## config.mk

```make
export PLATFORM = sky130hd
export DESIGN_NAME = ecc2d_decoder
export DESIGN_NICKNAME = d
export VERILOG_FILES = /design/src/rtl/ecc2d_decoder.sv
export SDC_FILE = /design/constraint.sdc
export NUM_CORES = 1
export LEC_CHECK = 0
export ABC_AREA = 1
export CAP_MARGIN = 20
export CORE_MARGIN = 5
export CORE_UTILIZATION = 40
export CTS_CLUSTER_SIZE = 30
export DETAILED_ROUTE_END_ITERATION = 8
export DONT_BUFFER_PORTS = 1
export HOLD_SLACK_MARGIN = 0.15
export PLACE_DENSITY_LB_ADDON = 0.3
export SYNTH_ARGS = -nofsm -noshare
export SYNTH_HDL_FRONTEND = slang
export SYNTH_SLANG_ARGS = --single-unit
```

## constraint.sdc

```tcl
create_clock -name clk -period 4.2 [get_ports clk]
set_input_delay 0.63 -clock clk [delete_from_list [all_inputs] [get_ports clk]]
set_output_delay 0.63 -clock clk [all_outputs]
set_load 0.1 [all_outputs]
```

## src/rtl/ecc2d_decoder.sv

```systemverilog
// Two-stage SEC-DED decoder for a 16-bit word protected by 16 check bits,
// with valid/ready flow control and saturating corrected/uncorrectable counters.
module ecc2d_decoder #(
  parameter int CNT_W = 16
) (
  input  logic             clk,
  input  logic             rst,
  input  logic             in_valid,
  output logic             in_ready,
  input  logic [31:0]      cw_in,
  output logic             out_valid,
  input  logic             out_ready,
  output logic [15:0]      data_out,
  output logic             err_corr,
  output logic             err_uncorr,
  output logic [4:0]       err_loc,
  input  logic             cnt_clr,
  output logic [CNT_W-1:0] corr_cnt,
  output logic [CNT_W-1:0] uncorr_cnt
);

  function automatic logic [15:0] calc_check(input logic [15:0] x);
    logic [15:0] c;
    c[0]  = x[0] ^ x[2];
    c[1]  = x[1] ^ x[3];
    c[2]  = x[3] ^ x[7] ^ x[11] ^ x[15];
    c[3]  = x[1] ^ x[3] ^ x[4] ^ x[6];
    c[4]  = x[4] ^ x[6];
    c[5]  = x[5] ^ x[7];
    c[6]  = x[2] ^ x[6] ^ x[10] ^ x[14];
    c[7]  = x[0] ^ x[2] ^ x[5] ^ x[7];
    c[8]  = x[8] ^ x[10];
    c[9]  = x[9] ^ x[11];
    c[10] = x[1] ^ x[5] ^ x[9] ^ x[13];
    c[11] = x[9] ^ x[11] ^ x[12] ^ x[14];
    c[12] = x[12] ^ x[14];
    c[13] = x[13] ^ x[15];
    c[14] = x[0] ^ x[4] ^ x[8] ^ x[12];
    c[15] = x[8] ^ x[10] ^ x[13] ^ x[15];
    return c;
  endfunction

  function automatic logic [CNT_W-1:0] sat_inc(input logic [CNT_W-1:0] v);
    return (&v) ? v : v + CNT_W'(1);
  endfunction

  logic              vld_p1_q;
  logic [15:0]       data_p1_q;
  logic [15:0]       syn_p1_q;
  logic [15:0]       syn_p1_d;
  logic              vld_p2_q;
  logic [15:0]       data_out_q;
  logic              err_corr_q;
  logic              err_uncorr_q;
  logic [4:0]        err_loc_q;
  logic [CNT_W-1:0]  corr_cnt_q;
  logic [CNT_W-1:0]  uncorr_cnt_q;
  logic              adv_p2;
  logic [15:0]       dec_data;
  logic              dec_corr;
  logic              dec_uncorr;
  logic [4:0]        dec_loc;

  assign adv_p2   = !vld_p2_q || out_ready;
  assign in_ready = !vld_p1_q || adv_p2;
  assign syn_p1_d = calc_check(cw_in[15:0]) ^ cw_in[31:16];

  // ---- stage 1: capture data and syndrome ----
  always_ff @(posedge clk) begin
    if (rst) begin
      vld_p1_q <= 1'b0;
    end else if (in_ready) begin
      vld_p1_q <= in_valid;
    end
  end

  always_ff @(posedge clk) begin
    if (in_valid && in_ready) begin
      data_p1_q <= cw_in[15:0];
      syn_p1_q  <= syn_p1_d;
    end
  end

  // A lone syndrome bit points at a check bit; a weight-3 match points at a data bit.
  always_comb begin
    dec_data   = data_p1_q;
    dec_corr   = 1'b0;
    dec_uncorr = 1'b0;
    dec_loc    = 5'd0;
    if (syn_p1_q != 16'd0) begin
      if ((syn_p1_q & (syn_p1_q - 16'd1)) == 16'd0) begin
        dec_corr = 1'b1;
        for (int i = 0; i < 16; i++) begin
          if (syn_p1_q[i]) dec_loc = 5'(16 + i);
        end
      end else begin
        for (int i = 0; i < 16; i++) begin
          if (syn_p1_q == calc_check(16'(1) << i)) begin
            dec_data[i] = ~data_p1_q[i];
            dec_corr    = 1'b1;
            dec_loc     = 5'(i);
          end
        end
        dec_uncorr = !dec_corr;
      end
    end
  end

  // ---- stage 2: registered decode result ----
  always_ff @(posedge clk) begin
    if (rst) begin
      vld_p2_q     <= 1'b0;
      data_out_q   <= 16'd0;
      err_corr_q   <= 1'b0;
      err_uncorr_q <= 1'b0;
      err_loc_q    <= 5'd0;
    end else if (adv_p2) begin
      vld_p2_q <= vld_p1_q;
      if (vld_p1_q) begin
        data_out_q   <= dec_data;
        err_corr_q   <= dec_corr;
        err_uncorr_q <= dec_uncorr;
        err_loc_q    <= dec_loc;
      end
    end
  end

  // ---- counters: only results actually accepted downstream ----
  always_ff @(posedge clk) begin
    if (rst || cnt_clr) begin
      corr_cnt_q   <= '0;
      uncorr_cnt_q <= '0;
    end else if (vld_p2_q && out_ready) begin
      if (err_corr_q)   corr_cnt_q   <= sat_inc(corr_cnt_q);
      if (err_uncorr_q) uncorr_cnt_q <= sat_inc(uncorr_cnt_q);
    end
  end

  assign out_valid  = vld_p2_q;
  assign data_out   = data_out_q;
  assign err_corr   = err_corr_q;
  assign err_uncorr = err_uncorr_q;
  assign err_loc    = err_loc_q;
  assign corr_cnt   = corr_cnt_q;
  assign uncorr_cnt = uncorr_cnt_q;

endmodule

```

==> Word level (Yosys, flattened, before mapping) <==
Index checks and enable logic that the tools add are counted.
{ "op_classes": {"addsub": 3, "mul": 0, "n_div": 0, "order_cmp": 0, "eq_ne": 16, "shift": 0, "n_mux": 73, "n_bitwise": 48, "reduce_logical": 15} }
{ "ops": {"columns": ["op", "n"], "rows": [
  ["$mux W5", 32],
  ["$eq A16 B16 Y1 const B", 4],
  ["$eq A16 B15 Y1 const B", 3],
  ["$mux W1", 39],
  ["$add A16 B1 Y16 const B", 2],
  ["$eq A16 B11 Y1 const B", 2],
  ["$eq A16 B12 Y1 const B", 2],
  ["$eq A16 B8 Y1 const B", 2],
  ["$mux W16", 2],
  ["$reduce_and A16 Y1", 2],
  ["$xor A1 B1 Y1", 28],
  ["$not A1 Y1", 18],
  ["$and A16 B16 Y16", 1],
  ["$eq A16 B13 Y1 const B", 1],
  ["$eq A16 B4 Y1 const B", 1],
  ["$eq A16 B7 Y1 const B", 1],
  ["$logic_not A16 Y1", 1],
  ["$reduce_bool A16 Y1", 1],
  ["$sub A16 B1 Y16 const B", 1],
  ["$xor A16 B16 Y16", 1],
  ["$reduce_and A3 Y1", 2],
  ["$logic_not A1 Y1", 3],
  ["$logic_or A1 B1 Y1", 3],
  ["$logic_and A1 B1 Y1", 2],
  ["$reduce_and A2 Y1", 1]
]} }
{ "word_totals": {"ff_bits": 89, "latchBits": 0, "ram_bits": 0, "mem_bits_ro": 0, "n_memories": 0} }

==> Longest topological paths before layout <==
Gate-level depths: netlist (run 1).
{ "depth": {"ltp_word": 22, "ltp_mapped": 15, "mapped_depth_nobuf": 15} }

==> Least setup slack after synthesis (run 1) <==
No wires, ideal clock.
{ "synth_path": {"kind": "reg2reg", "from": "register vld_p2_q (netlist: out_valid)", "to": "register data_p1_q[0], enable pin", "arrival_ns": 2.738, "setup_slack_ns": 1.061, "stages_incl_launch_ff": 4, "path_buffers": 0, "period_less_slack_ns": 3.139, "path_cell_list": "dfxtp_1 -> nand3_1 -> nand2_1 -> inv_1"} }
{ "synth_via": {"elab_chain_len": 4} }
{ "synth_lines": {"columns": ["item", "line", "text"], "rows": [
  ["from (decl)", "51", "logic vld_p2_q;"],
  ["from (signal assigned)", "118", "vld_p2_q <= vld_p1_q;"],
  ["$logic_not A1 Y1", "64", "assign adv_p2 = !vld_p2_q || out_ready;"],
  ["$logic_or A1 B1 Y1", "64", null],
  ["$logic_or A1 B1 Y1", "65", "assign in_ready = !vld_p1_q || adv_p2;"],
  ["net in_ready", "9", "output logic in_ready,"],
  ["$logic_and A1 B1 Y1", "78", "if (in_valid && in_ready) begin"],
  ["to (signal assigned)", "79", "data_p1_q <= cw_in[15:0];"],
  ["to (decl)", "48", "logic [15:0] data_p1_q;"]
]} }
The timed path passes the listed nets, and every way through them passes these cells.
A chain may end at the register's enable or synchronous reset.

==> Worst setup path in the final report (run 1) <==
{ "layout_path": {"from": "register corr_cnt_q[0] (netlist: corr_cnt[0])", "to": "register corr_cnt_q[7] (netlist: corr_cnt[7])"} }
{ "layout_via": {"elab_chain_len": 3} }
{ "layout_lines": {"columns": ["item", "line", "text"], "rows": [
  ["from (decl)", "56", "logic [CNT_W-1:0] corr_cnt_q;"],
  ["from (signal assigned)", "134", "if (err_corr_q) corr_cnt_q <= sat_inc(corr_cnt_q);"],
  ["parallel branches: the longest is 3 deep, another holds $add A16 B1 Y16", null, null]
]} }
Parallel ways; which one is timed is not known.

==> results of run 1 <==
==> routing by layer <==
metal,wire length (µm),up-vias,part of all wire (%),global-route usage (%)
met5,0,-,0,0
met4,303,0,2.4,7.488
met3,1278,20,10,7.057
met2,5938,131,46,28.76
met1,5285,2017,41,20.52
li1,-,2266,-,-
==> how the worst min path moves through the flow <==
stage	slack, ps	endpoint	startpoint	cells after the start
3_3_place_gp	500	corr_cnt[6]	corr_cnt[6]	2
5_1_grt	320	err_loc[0]	rst	1
3_5_place_dp	500	corr_cnt[6]	corr_cnt[6]	2
4_1_cts	330	err_loc[0]	rst	1
2_1_floorplan	550	data_out[12]	data_p1_q[12]	3
6_report	340	vld_p1_q	rst	1
==> area by class of cell <==
type                       count  area, µm²
timing repair buffer          38      285.3
sequential                    89       2102
tap                          172      215.2
inverter                      97      364.1
multi-input combinational    481       2511
fill                        1271       6669
clock buffer                  13      271.5
clock inverter                 3      47.55
==> flip-flops by register name (all words and copies together), names as in the netlist <==
register    cells
syn_p1_q       16
vld_p1_q        1
corr_cnt       16
err_corr        1
data_p1_q      16
err_uncorr      1
data_out       16
err_loc         5
uncorr_cnt     16
out_valid       1
==> through the flow <==
stage	area, µm²	setup WS, ps
6_report	5797	1818
5_1_grt	5797	1479
4_1_cts	5797	1795
3_5_place_dp	5478	1814
3_3_place_gp	5478	1901
2_1_floorplan	5029	1061
==> power by group through the flow <==
stage | registers [µW] | logic, µW | clock network [µW]
floorplan | 1090 | 186 | 0
global placement | 1100 | 233 | 0
detailed placement | 1100 | 239 | 0
CTS | 1080 | 240 | 870
global route | 1090 | 268 | 915
finish | 1080 | 238 | 851
==> cell usage after synthesis <==
library cell	number	area, µm²
nand2_1	151	566.8
nor2_1	97	364.1
inv_1	93	349.1
dfxtp_1	57	1141
nand3_1	41	205.2
a21oi_1	36	180.2
xnor2_1	36	315.3
edfxtp_1	32	960.9
o21ai_0	24	120.1
xor2_1	20	175.2
nor3_1	13	65.06
o221ai_1	12	105.1
nand4_1	10	62.56
nand2_2	9	56.30
nor2_4	6	67.56
clkbuf_1	5	18.77
nor2_2	5	31.28
nor4_1	4	25.02
inv_2	3	11.26
and3_1	2	12.51
buf_2	2	10.01
buf_4	2	15.01
ha_1	2	25.02
nand2_4	2	22.52
nand3_2	2	20.02
nand3b_1	2	15.01
nand4_2	2	25.02
a21boi_0	1	7.510
a21oi_2	1	8.760
clkbuf_4	1	7.510
clkinv_1	1	3.750
nor2_8	1	20.02
nor3b_1	1	7.510
o21a_1	1	7.510
==> worst max-delay path: stages, from the launching register on <==
cell,delay (ps)
dfxtp_1,310
buf_4,310
ha_1,300
nand2_1,70
nor3_1,150
nand4_1,110
nand3_1,300
clkinv_1,320
nand4_1,220
o21ai_0,90
nand2_1,60
nor2_1,40
==> logic make-up after synthesis <==
kind of cell,Yosys count,share of synthesized area [%]
and+or+nand+nor,348,31.15
buffers and inverters,107,8.261
DFF,89,41.80
AOI/OAI and AO/OA,75,8.535
xor gates and xnor gates,56,9.754
adders and majority gates,2,0.4976
==> reports/metrics.cfg, run 1 <==
[outcome]
run_status=finished clean

[global_route]
grt_max_degree=33
grt_pass1_wl_um=20610
global_route.overflow_total=0
grt_util_all_layers_pct=17.62
via_count_of_the_first_global_routing_pass=4302
grt_antenna_before_repair=0

[place]
port_buffers=0
finalWeightedCongestion=0.8912
placed_cells=877
place_hpwl_um=10150

[power]
finalPower_uw=2168
power_leakage_uw=0.002430
power.share.switching_pct=28.56
power.combinational.fraction_pct=11.0
vdd_drop_max_v=0.0001913
power_density_mw_per_mm2=374.1
pwr-share-seq_pct=49.8
switching_power_summed_over_all_nets_uw=619.2
intPower_uw=1549
pwr-share-clk_pct=39.3

[critical_path]
endpoint_kind=register
cp-start-kind=register
crit-reg2reg-capture=corr_cnt[7]
r2r_cells=11
worstSetupEndpoint=corr_cnt[7]
cp.arrival_ps=2620
worstSetupStartpoint=corr_cnt[0]
critPathRequiredTime_ps=4440
setup.reg_to_reg.worst_slack_ps=1820
worst_r2r_startpoint=corr_cnt[0]
timing.setup.critical_path_class=reg -> reg
worst-path-max-fanout=11

[floorplan]
pin_count=94
initial_utilization_pct=40.34
die_h_um=122.1
core_region_area_mm2=0.01247
die_area_mm2=0.01491
placementRows=41
die-width_um=122.1

[timing]
maxSlewHeadroom_pct=30.60
fin_worst_hold_slack_ps=341.5
setup_violations=0
final.period_utilization_pct=56.72
timing.final.max_slew_violations=0
totalNegativeSetupSlack_ps=0
max_freq_mhz=419.7
hold_viol_final=0
layout_min_cycle_time_ps=2382
worst_max_slew_pin_slew_ps=1040
unrepaired_setup_endpoints_after_global_routing=false
finalClockSkew_ps=11.18

[drt]
detail_route.wirelength_um=12810
remaining_drc_errors=0
detailedRoute.firstIterationViolations=329
avgViaCountPerCell=4.965
drt-pass1-iter-count=4
via_count=4434
drt.antenna.violating_nets=0
detail_route.wl_per_cell_um=14.34

[cells_and_area]
antenna_cells=0
area_added_between_synthesis_and_finish_pct=15.28
post_route_cells_drive_above_1_share_pct=11.51
final-instance-count-excl-fill=893
layout_common_cells=nand2_1, nor2_1, inv_1
final_common_cell=nand2_1
nets=755
fin_util_pct=46.50

[clock_tree]
post_cts.resized_instances=0
cts_tree=built
cts_root_buffer=clkbuf_16
cts_inserted_buffers=9
hold_buffers=0
worst_skew_pair.late_latency_ps=350
numClockSinks=89
cts.htree.levels=3
cts.path.max_buffers=2
clkTransAtPathRegs_ps=60
post-cts-setup-buffer-count=0

[synth]
ys_seq_elements=89
synthesis.nets=716
synth.yosys.seq_area_share_pct=41.80
yosys.cell_types.count=34
syn-instance-count=677
synth_area_mm2=0.005029
synth-warning-count=0
avgSynthCellArea_um2=7.428

[min_path]
hold_class=in -> reg

[flow_run]
cap_violations=0

No activity file was read; power rests on OpenSTA's default activity.
==> inputs of run 2 (changes only) <==
--- a/config.mk
+++ b/config.mk
@@ -5,7 +5,7 @@
 export SDC_FILE = /design/constraint.sdc
 export NUM_CORES = 1
 export LEC_CHECK = 0
-export ABC_AREA = 1
+export ABC_AREA = 0
 export CAP_MARGIN = 20
 export CORE_MARGIN = 5
 export CORE_UTILIZATION = 40
==> constraint.sdc (replaced) <==
create_clock -name clk -period 2.3 [get_ports clk]
set_input_delay 0.345 -clock clk [delete_from_list [all_inputs] [get_ports clk]]
set_output_delay 0.345 -clock clk [all_outputs]
set_load 0.1 [all_outputs]
==> reports/metrics.cfg, run 2 <==
[outcome]
run_status=finished clean

[critical_path]
critical-path-max-stage-delay_ps=550  ; +230 ps
cp-start-kind=register
cp_cell_sequence=nor4_4 -> nand2_2 -> o32ai_4 -> o2111ai_4 -> o31ai_2 -> nor2b_2
endpoint_kind=register
cp_slowest_cell=edfxtp_1
critPathRequiredTime_ps=2580  ; -1860 ps
cp.arrival_ps=2470  ; -150 ps
worst-path-max-fanout=8  ; -3
r2r_cells=6  ; -5
timing.setup.critical_path_class=reg -> reg
setup.reg_to_reg.worst_slack_ps=120  ; -1700 ps

[cells_and_area]
area_added_between_synthesis_and_finish_pct=30.01
antenna_cells=0  ; unchanged
final-instance-count-excl-fill=721  ; -19%
area_taken_by_multi_input_logic_gates_mm2=0.002387  ; -4.9%
post_route_cells_drive_above_1_share_pct=28.03  ; +17 points
nets=612  ; -19%
seqCellArea_mm2=0.002132  ; +1.4%
fillerInstances=1032  ; -19%
final_common_cell=buf_4
layout_common_cells=buf_4, nor2_1, xnor2_1

[power]
vdd_drop_max_v=0.0004582  ; +140%
pwr-share-clk_pct=36.6  ; -2.7 points
pwr-share-seq_pct=45.4  ; -4.4 points
finalPower_uw=3998  ; +84%
switching_power_summed_over_all_nets_uw=1155  ; +87%
intPower_uw=2842  ; +83%
power_density_mw_per_mm2=672.9  ; +80%
power_leakage_uw=0.002117  ; -13%
power.combinational.fraction_pct=18.1  ; +7.1 points
power.share.switching_pct=28.90  ; +0.34 points

[place]
port_buffers=0  ; unchanged
finalWeightedCongestion=0.9019  ; +1.2%
place_hpwl_um=9469  ; -6.7%
pre_cts_worst_setup_slack_ps=128.3  ; -1686 ps
placed_cells=679  ; -23%

[drt]
met2_length_um=6012  ; +1.2%
detail_route.wl_per_cell_um=17.41  ; +21%
remaining_drc_errors=0  ; unchanged
detail_route.wirelength_um=12550  ; -2.0%
via_count=3924  ; -12%
wl_met3_um=1159  ; -9.3%
wl_met1_um=5016  ; -5.1%
drt.antenna.violating_nets=0  ; unchanged
detailedRoute.firstIterationViolations=289  ; -12%
drt-pass1-iter-count=4  ; unchanged
highest-signal-layer=met4
avgViaCountPerCell=5.442  ; +9.6%

[clock_tree]
worst_skew_pair.late_latency_ps=340  ; about the same
cts.htree.levels=3  ; unchanged
cts_root_buffer=clkbuf_16
numClockSinks=89  ; unchanged
clkTransAtPathRegs_ps=60  ; about the same
cts_tree=built
cts.path.max_buffers=2  ; unchanged
cts_inserted_buffers=9  ; unchanged

[synth]
synthMostInstantiatedCell=nor2_1
post_synth_main_area_contributors=dfxtp_1, edfxtp_1, xnor2_1, nor2_1, xor2_1
synth_enable_flop_cells=32  ; unchanged
avgSynthCellArea_um2=9.743  ; +31%
synth_area_mm2=0.004569  ; -9.1%
ys_seq_elements=89  ; unchanged
synthesis.nets=508  ; -29%
synth_flop_cell=dfxtp_1
yosysTopAreaCell=dfxtp_1
yosys.cell_types.count=58  ; +71%
synth.top_cells.by_count=nor2_1, dfxtp_1, xnor2_1, edfxtp_1
synthArstFlopShare_pct=0  ; unchanged
yosys_top_cell_area_share_pct=24.97  ; +2.3 points
syn-instance-count=469  ; -31%
synth-warning-count=0  ; unchanged
synth.yosys.seq_area_share_pct=46.00  ; +4.2 points

[timing]
worst_max_slew_pin_slew_ps=763.4  ; -276.2 ps
max_freq_mhz=458.3  ; +9.2%
layout_min_cycle_time_ps=2182  ; -200.2 ps
fin_worst_hold_slack_ps=194.1  ; -147.3 ps
hold_viol_final=0  ; unchanged
finalClockSkew_ps=6.132  ; -5.050 ps
setup_ws_ps=117.9  ; -1700 ps
maxSlewHeadroom_pct=48.94  ; +18 points
totalNegativeSetupSlack_ps=0  ; unchanged
setup_violations=0  ; unchanged
final.period_utilization_pct=94.88  ; +38 points
timing.final.max_slew_violations=0  ; unchanged

[global_route]
grt_util_all_layers_pct=18.48  ; +0.86 points
grt_max_degree=34  ; +3.0%
grt_antenna_before_repair=0  ; unchanged
via_count_of_the_first_global_routing_pass=3916  ; -9.0%
global_route.overflow_total=0  ; unchanged
grt_pass1_wl_um=19480  ; -5.5%

[flow_run]
cap_violations=0  ; unchanged

[floorplan]
die_h_um=116.9  ; -4.3%
die-width_um=116.9  ; -4.3%
core_region_area_mm2=0.01132  ; -9.2%
die_area_mm2=0.01366  ; -8.4%
initial_utilization_pct=40.36  ; about the same
pin_count=94  ; unchanged
placementRows=39  ; -4.9%

[min_path]
hold_class=in -> reg
hold-path-cell-count=1  ; unchanged

==> run 2: power groups by stage <==
stage	clock network (µW)	logic [µW]	registers, µW
after CTS	1500	694	1810
after global routing	1570	769	1820
final	1460	722	1810
after global placement	0	659	1850
after floorplan	0	371	1960
after detailed placement	0	661	1850
==> run 2: metrics by stage <==
stage               util (%)  cell area (µm²)
floorplan                  -             4603
global placement       47.31             5356
detailed placement     47.31             5356
CTS                    51.56             5837
global route           52.48             5941
finish                 52.48             5941
==> run 2: layout make-up <==
cell class | count | area share [%]
Clock inverter | 4 | 0.5265
Tap cell | 143 | 3.012
Clock buffer | 12 | 4.528
Sequential cell | 89 | 35.89
Inverter | 7 | 0.4423
Timing Repair Buffer | 116 | 15.42
Multi-Input combinational cell | 350 | 40.19
==> run 2: final timing paths <==
kind                     from     endpoint
setup / recovery  syn_p1_q[0]   err_loc[4]
setup reg to reg  syn_p1_q[0]   err_loc[4]
hold / removal      cw_in[19]  syn_p1_q[3]
hold reg to reg    err_loc[2]   err_loc[2]
==> run 2: cells by family (layout without fill, tap and decap cells) <==
family	count (synthesis)	in the layout	synth area share, %
compound gates	69	69	10.57
xor+xnor	79	79	15.14
fa+ha+maj	3	3	0.7666
buf+inv	30	139	2.848
flops	89	89	46.00
mux	1	1	0.2191
simple gates	198	198	24.45
==> run 2: metal layers <==
layer / up-vias / track usage, %
met5: - / 0
met2: 150 / 30.38
met1: 1838 / 21.41
li1: 1907 / -
met4: 0 / 7.722
met3: 29 / 7.455
==> run 2: timing repair <==
action / CTS / global route
buffers inserted: 0 / 8
hold endpoints to repair: 35 / 0
hold buffers: 18 / 0
setup endpoints to repair: 0 / 5
gates resized for setup: 0 / 7
==> run 2: critical path: cells and delay by family, from the launching register on <==
| family | cells | cell delay [ps] |
|---|---|---|
| compound gates | 3 | 810 |
| simple gates | 3 | 760 |
| flops | 1 | 550 |
==> inputs of run 3 (changes only) <==
--- a/config.mk
+++ b/config.mk
@@ -7,6 +7,7 @@
 export LEC_CHECK = 0
 export ABC_AREA = 0
 export CAP_MARGIN = 20
+export CORE_ASPECT_RATIO = 1.5
 export CORE_MARGIN = 5
 export CORE_UTILIZATION = 40
 export CTS_CLUSTER_SIZE = 30
@@ -14,6 +15,7 @@
 export DONT_BUFFER_PORTS = 1
 export HOLD_SLACK_MARGIN = 0.15
 export PLACE_DENSITY_LB_ADDON = 0.3
+export REMOVE_ABC_BUFFERS = 1
 export SYNTH_ARGS = -nofsm -noshare
 export SYNTH_HDL_FRONTEND = slang
 export SYNTH_SLANG_ARGS = --single-unit
==> reports/metrics.cfg, run 3 (synthesis gave the netlist of run 2 again) <==
[timing]
layout_min_cycle_time_ps=2146  ; -36.12 ps
max_freq_mhz=466.0  ; +1.7%
unrepaired_setup_endpoints_after_global_routing=false
maxSlewHeadroom_pct=47.94  ; -1.0 points
hold_viol_final=0  ; unchanged
timing.final.max_slew_violations=0  ; unchanged
final.period_utilization_pct=93.31  ; -1.6 points
worst_max_slew_pin_slew_ps=778.4  ; +15.02 ps
finalClockSkew_ps=7.042  ; +0.9095 ps
setup_violations=0  ; unchanged

[cells_and_area]
final-instance-count-excl-fill=715  ; -0.83%
fin_util_pct=52.03  ; -0.44 points
antenna_cells=0  ; unchanged
layout_common_cells=buf_4, nor2_1, xnor2_1, dfxtp_1, edfxtp_1
post_route_cells_drive_above_1_share_pct=21.13  ; -6.9 points
nets=602  ; -1.6%
final_common_cell=buf_4
area_added_between_synthesis_and_finish_pct=26.56

[place]
placed_cells=675  ; -0.59%
place_hpwl_um=10000  ; +5.6%
port_buffers=0  ; unchanged
finalWeightedCongestion=0.9133  ; +1.3%

[min_path]
hold_class=in -> reg

[critical_path]
endpoint_kind=register
cp-start-kind=register
worst-path-max-fanout=7  ; -1
timing.setup.critical_path_class=reg -> reg
critPathRequiredTime_ps=2580  ; about the same
cp.arrival_ps=2420  ; -50 ps

[clock_tree]
cts.path.max_buffers=2  ; unchanged
numClockSinks=89  ; unchanged
worst_skew_pair.late_latency_ps=340  ; about the same
cts_tree=built
cts_root_buffer=clkbuf_16
clkTransAtPathRegs_ps=60  ; about the same
cts_inserted_buffers=9  ; unchanged
cts.htree.levels=3  ; unchanged

[outcome]
run_status=finished clean

[drt]
remaining_drc_errors=0  ; unchanged
avgViaCountPerCell=5.357  ; -1.6%
detail_route.wirelength_um=12730  ; +1.4%
drt-pass1-iter-count=4  ; unchanged
detail_route.wl_per_cell_um=17.80  ; +2.2%
detailedRoute.firstIterationViolations=185  ; -36%
via_count=3830  ; -2.4%
drt.antenna.violating_nets=0  ; unchanged

[global_route]
grt_util_all_layers_pct=18.61  ; +0.13 points
grt_max_degree=33  ; -2.9%
via_count_of_the_first_global_routing_pass=3964  ; +1.2%
global_route.overflow_total=0  ; unchanged
grt_pass1_wl_um=20360  ; +4.5%
grt_antenna_before_repair=0  ; unchanged

[floorplan]
placementRows=47  ; +21%
die_h_um=140.9  ; +21%
core_region_area_mm2=0.01111  ; -1.8%
pin_count=94  ; unchanged
initial_utilization_pct=41.11  ; +0.75 points
die_area_mm2=0.01370  ; +0.32%
die-width_um=97.27  ; -17%

[power]
power_density_mw_per_mm2=677.9  ; +0.74%
power_leakage_uw=0.002051  ; -3.1%
vdd_drop_max_v=0.0003967  ; -13%

[flow_run]
cap_violations=0  ; unchanged

run 3: stage by stage:
step	setup TNS, ps	hold WS (ps)	instance area [µm²]	setup slack, ps	power, µW
5_1_grt	0	193.0	5783	15.56	4070
4_1_cts	0	192.9	5738	79.75	3943
3_5_place_dp	0	418.8	5268	94.81	2498
2_1_floorplan	-32610	409.6	4466	-755.4	2304
6_report	0	206.9	5783	154.0	3920
3_3_place_gp	0	414.3	5268	173.4	2496
run 3: worst paths after layout:
check | startpoint | end | slack (ps) | cells past startpoint
worst max-delay path | syn_p1_q[4] | err_loc[3] | 150 | 6
worst min-delay path | cw_in[31] | syn_p1_q[15] | 210 | 1
worst max register to register | syn_p1_q[4] | err_loc[3] | 150 | 6
worst min register to register | err_loc[2] | err_loc[2] | 480 | 1
run 3: power breakdown:
part           leakage (µW)  total, µW  switching (µW)  internal (µW)
logic               0.00113        679             426            253
clock network      0.000145       1410             607            804
registers          0.000775       1830            99.7           1730
run 3: routing by layer:
layer	GRT usage, %	routed length, µm
met3	5.091	811
met4	7.805	438
met2	36.14	6961
met1	18.33	4515
met5	0	0
run 3: area by class of cell:
cell class                 instances  area [µm²]
inverter                           7       26.28
multi-input combinational        350        2340
tap                              147       183.9
clock buffer                      11       254.0
sequential                        89        2102
fill                            1034        5331
clock inverter                     5       36.28
timing repair buffer             106       840.8
run 3: critical path: stages (launching register included):
cell and delay, ps:
edfxtp_1 510, nor4_4 490, nand2_2 100, o32ai_2 350
o2111ai_2 240, o21ai_0 240, a22o_1 160
run 3: what timing repair did:
| item | CTS | global route |
|---|---|---|
| resized for setup | 0 | 0 |
| hold buffers | 18 | 0 |
| buffers inserted | 0 | 6 |
| endpoints found under the hold margin | 35 | 0 |
| endpoints found under the setup margin | 0 | 4 |
